`src/rtl/tdc_ctrl_pkg.sv`:
```
`default_nettype none
// +----------------------------------------------------------------------------+
// | Module      : tdc_ctrl_pkg                                                 |
// | Description : Shared types and constants for the TDC measurement           |
// |               sequencer: FSM state encoding, mux select values and         |
// |               elaboration-time parameter range checks.                     |
// | Revision    : 1.0 - initial release                                        |
// +----------------------------------------------------------------------------+
package tdc_ctrl_pkg;

    // Sequencer states, explicitly 3 bits wide
    typedef enum logic [2:0] {
        ST_IDLE      = 3'd0,
        ST_MEAS      = 3'd1,
        ST_CAL_SETUP = 3'd2,
        ST_CAL_FIRE  = 3'd3,
        ST_CAL_MEAS  = 3'd4,
        ST_RESULT    = 3'd5
    } tdc_state_t;

    // Sampling-stage mux select values
    localparam logic SEL_HIT = 1'b0;  // physical hit path
    localparam logic SEL_CAL = 1'b1;  // calibration loopback path

    // Largest value representable in a cnt_w-bit counter
    function automatic longint max_count(input int cnt_w);
        return (longint'(1) << cnt_w) - longint'(1);
    endfunction

    // TIMEOUT must be reachable by the coarse counter without wrapping
    function automatic bit timeout_ok(input int cnt_w, input int timeout);
        return (timeout >= 1) && (longint'(timeout) <= max_count(cnt_w));
    endfunction

    // A calibration run needs at least one loopback measurement
    function automatic bit cal_cycles_ok(input int cal_cycles);
        return cal_cycles >= 1;
    endfunction

    // The settle wait reuses the coarse counter, so it must fit in it
    function automatic bit settle_ok(input int cnt_w, input int settle);
        return (settle >= 0) && (longint'(settle) <= max_count(cnt_w));
    endfunction

endpackage : tdc_ctrl_pkg
`default_nettype wire

```
`src/rtl/tdc_coarse_cnt.sv`:
```
`default_nettype none
// +----------------------------------------------------------------------------+
// | Module      : tdc_coarse_cnt                                               |
// | Description : Coarse measurement counter with synchronous clear, count     |
// |               enable and a terminal flag raised at TIMEOUT-1.              |
// | Revision    : 1.0 - initial release                                        |
// +----------------------------------------------------------------------------+
module tdc_coarse_cnt #(
    parameter int CNT_W   = 16,
    parameter int TIMEOUT = 1000
) (
    input  logic             clk,
    input  logic             clr,
    input  logic             i_sclr,
    input  logic             i_en,
    output logic [CNT_W-1:0] o_cnt,
    output logic             o_term
);

    localparam logic [CNT_W-1:0] c_term_val = CNT_W'(TIMEOUT - 1);
    localparam logic [CNT_W-1:0] c_one      = CNT_W'(1);

    logic [CNT_W-1:0] r_cnt;

    // Count up while enabled; the sync clear wins so a new measurement always starts at zero
    always_ff @(posedge clk or negedge clr) begin
        if (!clr) begin
            r_cnt <= '0;
        end else if (i_sclr) begin
            r_cnt <= '0;
        end else if (i_en) begin
            r_cnt <= r_cnt + c_one;
        end
    end

    assign o_cnt  = r_cnt;
    assign o_term = (r_cnt == c_term_val);

endmodule : tdc_coarse_cnt
`default_nettype wire

```
`src/rtl/tdc_meas_ctrl.sv`:
```
`default_nettype none
// +----------------------------------------------------------------------------+
// | Module      : tdc_meas_ctrl                                                |
// | Description : Measurement sequencer for the TDC select-mux-plus-flop       |
// |               stage. Steers the mux, fires calibration pulses, times the   |
// |               first rising edge of hit_s with a coarse counter and hands   |
// |               the count to readout over a valid/ready port.               |
// | Revision    : 1.0 - initial release                                        |
// +----------------------------------------------------------------------------+
module tdc_meas_ctrl
    import tdc_ctrl_pkg::*;
#(
    parameter int CNT_W      = 16,
    parameter int TIMEOUT    = 1000,
    parameter int CAL_CYCLES = 8,
    parameter int SETTLE     = 2
) (
    input  logic             clk,
    input  logic             clr,
    input  logic             start_i,
    input  logic             cal_req,
    input  logic             hit_s,
    output logic             sel,
    output logic             cal_pulse,
    output logic             busy,
    output logic [CNT_W-1:0] result,
    output logic             result_cal,
    output logic             result_to,
    output logic             result_valid,
    input  logic             result_ready
);

    localparam int                c_idx_w       = $clog2(CAL_CYCLES) + 1;
    localparam logic [CNT_W-1:0]  c_timeout_val = CNT_W'(TIMEOUT);
    // A zero settle time still spends one cycle in CAL_SETUP
    localparam logic [CNT_W-1:0]  c_settle_last = CNT_W'((SETTLE > 0) ? (SETTLE - 1) : 0);
    localparam logic [c_idx_w-1:0] c_cal_last   = c_idx_w'(CAL_CYCLES - 1);
    localparam logic [c_idx_w-1:0] c_idx_one    = c_idx_w'(1);

    // Reject parameter sets the counter or calibration loop cannot honour
    if (!timeout_ok(CNT_W, TIMEOUT)) begin : g_chk_timeout
        $error("tdc_meas_ctrl: TIMEOUT must be in 1..2**CNT_W-1");
    end
    if (!cal_cycles_ok(CAL_CYCLES)) begin : g_chk_cal_cycles
        $error("tdc_meas_ctrl: CAL_CYCLES must be at least 1");
    end
    if (!settle_ok(CNT_W, SETTLE)) begin : g_chk_settle
        $error("tdc_meas_ctrl: SETTLE must fit in the coarse counter");
    end

    tdc_state_t         r_state;
    tdc_state_t         w_state_nxt;

    logic               r_sel;
    logic               r_cal_pulse;
    logic [CNT_W-1:0]   r_result;
    logic               r_result_cal;
    logic               r_result_to;
    logic               r_result_valid;
    logic               r_cal_pending;
    logic [c_idx_w-1:0] r_cal_idx;
    logic               r_hit_d;

    logic               w_sel_nxt;
    logic               w_cal_pulse_nxt;
    logic [CNT_W-1:0]   w_result_nxt;
    logic               w_result_cal_nxt;
    logic               w_result_to_nxt;
    logic               w_result_valid_nxt;
    logic               w_cal_pending_nxt;
    logic [c_idx_w-1:0] w_cal_idx_nxt;

    logic               w_cnt_sclr;
    logic               w_cnt_en;
    logic [CNT_W-1:0]   w_cnt;
    logic               w_cnt_term;
    logic               w_edge;
    logic               w_busy;

    tdc_coarse_cnt #(
        .CNT_W   (CNT_W),
        .TIMEOUT (TIMEOUT)
    ) u_coarse_cnt (
        .clk    (clk),
        .clr    (clr),
        .i_sclr (w_cnt_sclr),
        .i_en   (w_cnt_en),
        .o_cnt  (w_cnt),
        .o_term (w_cnt_term)
    );

    // A stop is a fresh rising edge; a level already high on entry is not one
    assign w_edge = hit_s & ~r_hit_d;
    assign w_busy = (r_state != ST_IDLE);

    // State register
    always_ff @(posedge clk or negedge clr) begin
        if (!clr) begin
            r_state <= ST_IDLE;
        end else begin
            r_state <= w_state_nxt;
        end
    end

    // Next-state decode plus next values of every registered output
    always_comb begin
        w_state_nxt        = r_state;
        w_sel_nxt          = r_sel;
        w_cal_pulse_nxt    = 1'b0;
        w_result_nxt       = r_result;
        w_result_cal_nxt   = r_result_cal;
        w_result_to_nxt    = r_result_to;
        w_result_valid_nxt = r_result_valid;
        w_cal_pending_nxt  = r_cal_pending;
        w_cal_idx_nxt      = r_cal_idx;
        w_cnt_sclr         = 1'b0;
        w_cnt_en           = 1'b0;

        // Calibration requests arriving mid-operation are remembered, starts are not
        if (w_busy && cal_req) begin
            w_cal_pending_nxt = 1'b1;
        end

        case (r_state)
            ST_IDLE: begin
                if (cal_req || r_cal_pending) begin
                    w_state_nxt       = ST_CAL_SETUP;
                    w_cal_pending_nxt = 1'b0;
                    w_cal_idx_nxt     = '0;
                    w_sel_nxt         = SEL_CAL;
                    w_cnt_sclr        = 1'b1;
                end else if (start_i) begin
                    w_state_nxt = ST_MEAS;
                    w_cnt_sclr  = 1'b1;
                end
            end

            ST_MEAS, ST_CAL_MEAS: begin
                if (w_edge) begin
                    w_state_nxt        = ST_RESULT;
                    w_result_nxt       = w_cnt;
                    w_result_to_nxt    = 1'b0;
                    w_result_cal_nxt   = (r_state == ST_CAL_MEAS);
                    w_result_valid_nxt = 1'b1;
                end else if (w_cnt_term) begin
                    w_state_nxt        = ST_RESULT;
                    w_result_nxt       = c_timeout_val;
                    w_result_to_nxt    = 1'b1;
                    w_result_cal_nxt   = (r_state == ST_CAL_MEAS);
                    w_result_valid_nxt = 1'b1;
                end else begin
                    w_cnt_en = 1'b1;
                end
            end

            ST_CAL_SETUP: begin
                // Counter doubles as the settle timer while the mux path settles
                if (w_cnt == c_settle_last) begin
                    w_state_nxt     = ST_CAL_FIRE;
                    w_cal_pulse_nxt = 1'b1;
                end else begin
                    w_cnt_en = 1'b1;
                end
            end

            ST_CAL_FIRE: begin
                w_state_nxt = ST_CAL_MEAS;
                w_cnt_sclr  = 1'b1;
            end

            ST_RESULT: begin
                if (result_ready) begin
                    w_result_valid_nxt = 1'b0;
                    if (r_result_cal && (r_cal_idx < c_cal_last)) begin
                        w_state_nxt   = ST_CAL_SETUP;
                        w_cal_idx_nxt = r_cal_idx + c_idx_one;
                        w_cnt_sclr    = 1'b1;
                    end else begin
                        w_state_nxt = ST_IDLE;
                        w_sel_nxt   = SEL_HIT;
                    end
                end
            end

            default: begin
                w_state_nxt = ST_IDLE;
            end
        endcase
    end

    // Registered outputs and bookkeeping; the edge-detect delay runs in every state
    always_ff @(posedge clk or negedge clr) begin
        if (!clr) begin
            r_sel          <= SEL_HIT;
            r_cal_pulse    <= 1'b0;
            r_result       <= '0;
            r_result_cal   <= 1'b0;
            r_result_to    <= 1'b0;
            r_result_valid <= 1'b0;
            r_cal_pending  <= 1'b0;
            r_cal_idx      <= '0;
            r_hit_d        <= 1'b0;
        end else begin
            r_sel          <= w_sel_nxt;
            r_cal_pulse    <= w_cal_pulse_nxt;
            r_result       <= w_result_nxt;
            r_result_cal   <= w_result_cal_nxt;
            r_result_to    <= w_result_to_nxt;
            r_result_valid <= w_result_valid_nxt;
            r_cal_pending  <= w_cal_pending_nxt;
            r_cal_idx      <= w_cal_idx_nxt;
            r_hit_d        <= hit_s;
        end
    end

    assign sel          = r_sel;
    assign cal_pulse    = r_cal_pulse;
    assign busy         = w_busy;
    assign result       = r_result;
    assign result_cal   = r_result_cal;
    assign result_to    = r_result_to;
    assign result_valid = r_result_valid;

endmodule : tdc_meas_ctrl
`default_nettype wire

```
`config.mk`:
```
export PLATFORM = sky130hd
export DESIGN_NAME = tdc_meas_ctrl
export DESIGN_NICKNAME = d
export VERILOG_FILES = /design/src/rtl/tdc_ctrl_pkg.sv /design/src/rtl/tdc_coarse_cnt.sv /design/src/rtl/tdc_meas_ctrl.sv
export SDC_FILE = /design/constraint.sdc
export NUM_CORES = 1
export LEC_CHECK = 0
export CORE_MARGIN = 3
export CORE_UTILIZATION = 55
export CTS_CLUSTER_DIAMETER = 50
export DETAILED_ROUTE_END_ITERATION = 8
export PLACE_DENSITY = 0.79
export SLEW_MARGIN = 5
export SYNTH_ARGS = -nofsm -noshare
export SYNTH_HDL_FRONTEND = slang
export SYNTH_SLANG_ARGS = --single-unit
```
`constraint.sdc`:
```
create_clock -name clk -period 2.2 [get_ports clk]
set_input_delay 0.55 -clock clk [delete_from_list [all_inputs] [get_ports clk]]
set_output_delay 0.55 -clock clk [all_outputs]
set_load 0.01 [all_outputs]
```
==> results by group <==
Run status
  • Status: completed

Global route
  • Overflow left after global routing: 0
  • Gr usage total: 0.2238
  • First-pass GRT wire length: 8811 µm
  • Pin count of the biggest net entering global routing: 47
  • Initial antenna violation count: 0
  • Vias in the first global route: 1,809

Timing
  • Endpoints failing hold: 0
  • Slew headroom: 0.6058
  • # setup viols final: 0
  • Final period utilization: 0.9342
  • Fin. max-slew vios: 0
  • RSZ-0062 raised after global routing: false
  • Fmax: 486.6 MHz
  • Fin crit period: 2.055 ns
  • Worst Slack Setup Final: 0.1448 ns
  • Clock Skew: 0.01000 ns
  • Least-Margin Pin Slew: 0.5913 ns

Routing
  • Routed metal-1 wire length: 2534 µm
  • Post-route ant nets: 0
  • Vias/cell: 6.250
  • Routed wl met2: 2368 µm
  • Max layer used: met4
  • Detail Route met3 WL: 260 µm
  • Vias: 1,850
  • DR pass1 iterations: 4
  • Number of DRC markers in iteration 0: 170
  • Post-route DRC: 0
  • WL final: 5190 µm
  • DR WL/cell: 17.53 µm

Finish
  • Area grow syn2layout: 24.34%
  • Count of non-filler cells in the finished layout: 296
  • Nets: 256
  • Share of cells above drive strength 1: 0.1855
  • Antenna Cells: 0
  • Util after Layout: 0.7319

Synth
  • Async SR Flop Fraction: 1.000
  • Post-synthesis mux area share: 0.005036
  • Post-Syn Nets: 216
  • Cell variety after synth: 49
  • Post-synthesis sequential area ratio: 0.5148
  • Compound-Gate Fraction of Synth Area: 0.2417
  • Syn avg cell area: 10.80 µm²
  • Largest family of logic cells by synthesized area: compound AO/OA/AOI/OAI gates
  • Seq cells post-synth: 46
  • Xor and xnor area share after synthesis: 0.007834
  • Cell area after synthesis: 2236 µm²
  • Area share of fa/ha/maj cells after synthesis: 0.01679
  • Post-synth EDFFs: 0
  • Ys flop type: dfrtp_1
  • Mapped Cells: 207
  • Simple-Gate Fraction of Synth Area: 0.1690
  • Ys Warns: 0

Run
  • Max cap viols: 0

Power and ir drop
  • Power per cell area: 1164 nW/µm²
  • Leakage power: 1.154 nW
  • P_sw: 1.184 mW
  • Comb power frac: 0.433
  • Seq pwr share: 0.373
  • Clock Power Share: 0.193
  • VDD IR-drop max: 658.0 µV
  • Sw Share: 0.3661
  • Internal power: 2.051 mW

Critical path
  • Critical Path Source Type: flip-flop
  • WS Path Type: reg2reg
  • RR Startpoint: u_coarse_cnt.o_cnt[0]$_DFFE_PN0P_
  • R2r setup slk: 0.14 ns
  • Reg2reg end: u_coarse_cnt.o_cnt[14]$_DFFE_PN0P_
  • Reg2reg path depth: 7
  • Crit-path max FO: 31
  • Critical path endpoint: u_coarse_cnt.o_cnt[14]$_DFFE_PN0P_
  • Setup crit start: u_coarse_cnt.o_cnt[0]$_DFFE_PN0P_
  • Critical Path End Type: flip-flop
  • Critical path data arrival time: 2.28 ns
  • Worst EP required: 2.42 ns

Die
  • Io pins: 28
  • Vert. Die Dim: 69.76 µm
  • Initial Util: 0.5886
  • Die W: 69.76 µm
  • Row cnt: 22
  • CORE AREA: 3799 µm²
  • Die Footprint: 4866 µm²

Clock tree
  • # clock sinks: 46
  • CTS H-tree lvls: 2
  • Worst-case clock buffer depth: 2
  • Clk Latency, worst-skew pair: 0.30 ns
  • Hold buffer count at CTS: 0
  • Total CTS buffers: 5
  • TritonCTS clock tree: done
  • CTS clk-pin slew, worst paths: 0.09 ns
  • CTS root buf: clkbuf_8

Placement
  • Routability congestion estimate from global placement: 0.8226
  • Port Buffer Count: 27
  • Detailed-placement wirelength estimate: 3571 µm
  • Placed cell count: 287
  • Dpl ws: -0.1952 ns

Hold path
  • Min-delay worst type: in2async
[sequential cells by signal, indices dropped and copies added, names as in the netlist]
signal / flops
result_to: 1
r_state: 3
u_coarse_cnt.o_cnt: 16
sel: 1
r_cal_pending: 1
result_valid: 1
cal_pulse: 1
result_cal: 1
r_hit_d: 1
result: 16
r_cal_idx: 4
[power groups by stage]
stage	Sequential (mW)	Combinational [mW]	Clock, mW
after floorplan	1.21	0.862	0
after global placement	1.22	1.31	0
after detailed placement	1.23	1.36	0
after CTS	1.20	1.40	0.631
after global routing	1.24	1.53	0.679
final	1.21	1.40	0.626
[how the worst min path moves through the flow]
stage / startpoint / to / slack, ns
after floorplan: clr / cal_pulse$_DFF_PN0_ / 0.25
after global placement: result[3]$_DFFE_PN0P_ / result[3]$_DFFE_PN0P_ / 0.47
after detailed placement: result[3]$_DFFE_PN0P_ / result[3]$_DFFE_PN0P_ / 0.47
after CTS: clr / r_state[0]$_DFFE_PN0P_ / 0.23
after global routing: clr / cal_pulse$_DFF_PN0_ / 0.23
final: clr / cal_pulse$_DFF_PN0_ / 0.21
[cell usage after synthesis (all sizes together), types with 5 or more instances]
cell type | count | area (µm²)
o21ai | 13 | 76.33
nor3 | 5 | 25.02
nand4 | 5 | 31.28
nor2 | 10 | 40.04
nand3 | 8 | 40.04
buf | 5 | 51.29
nand2 | 9 | 33.78
a21oi | 14 | 88.83
a22o | 10 | 87.58
o31ai | 9 | 67.56
clkbuf | 8 | 30.03
o22a | 5 | 43.79
or3 | 7 | 43.79
inv | 5 | 18.77
dfrtp | 46 | 1151
o211ai | 6 | 45.04
[kinds of logic after synthesis]
| logic type | Yosys count |
|---|---|
| DFF | 46 |
| adders and majority gates | 3 |
| muxes | 1 |
| buffers and inverters | 18 |
| xor gates and xnor gates | 2 |
| AOI/OAI and AO/OA | 70 |
| and+or+nand+nor | 67 |
[repair_timing]
item / in CTS / in global routing
setup endpoints to repair: 1 / 3
buffers inserted: 1 / 0
pin swaps: 0 / 2
resized for setup: 4 / 2
[critical path, stage by stage (launching register included)]
cell	delay [ns]
dfrtp_2	0.45
ha_1	0.21
and3_1	0.19
nand4_1	0.13
a32oi_2	0.15
buf_12	0.19
or4_1	0.51
a21oi_1	0.15
[metal layers]
| metal | track usage | vias up |
|---|---|---|
| met3 | 0.04783 | 4 |
| met4 | 0.04043 | 0 |
| met2 | 0.3368 | 56 |
| met5 | 0 | - |
| li1 | - | 872 |
| met1 | 0.3368 | 918 |
[stage by stage]
stage	power (mW)	hold slack, ns	area [µm²]	TNS (ns)
2_1_floorplan	2.073	0.2544	2236	0
3_3_place_gp	2.531	0.4650	2653	-0.2549
3_5_place_dp	2.593	0.4717	2653	-1.342
4_1_cts	3.234	0.2317	2773	0
5_1_grt	3.444	0.2278	2780	0
6_report	3.235	0.2093	2780	0
[layout make-up]
type | count | area, µm²
Clock buffer | 6 | 72.57
Clock inverter | 2 | 37.54
Inverter | 5 | 18.77
Multi-Input combinational cell | 143 | 991.0
Sequential cell | 46 | 1156
Fill cell | 270 | 1018
Timing Repair Buffer | 46 | 444.2
Tap cell | 48 | 60.06
[cells in the final DEF, fill, tap and decap left out, drive strengths merged, types with 3 or more instances in the layout]
cell / count
o21ai: 13
a21oi: 14
o22a: 5
and3: 3
o211ai: 6
nand4: 5
ha: 3
clkdlybuf4s50: 25
nand2: 9
clkbuf: 6
o31ai: 9
nor2: 10
buf: 20
and4: 3
or3: 7
nand3: 8
inv: 5
nor3: 5
a22o: 10
dfrtp: 46
Note: power is estimated with default switching activity, not from simulation.
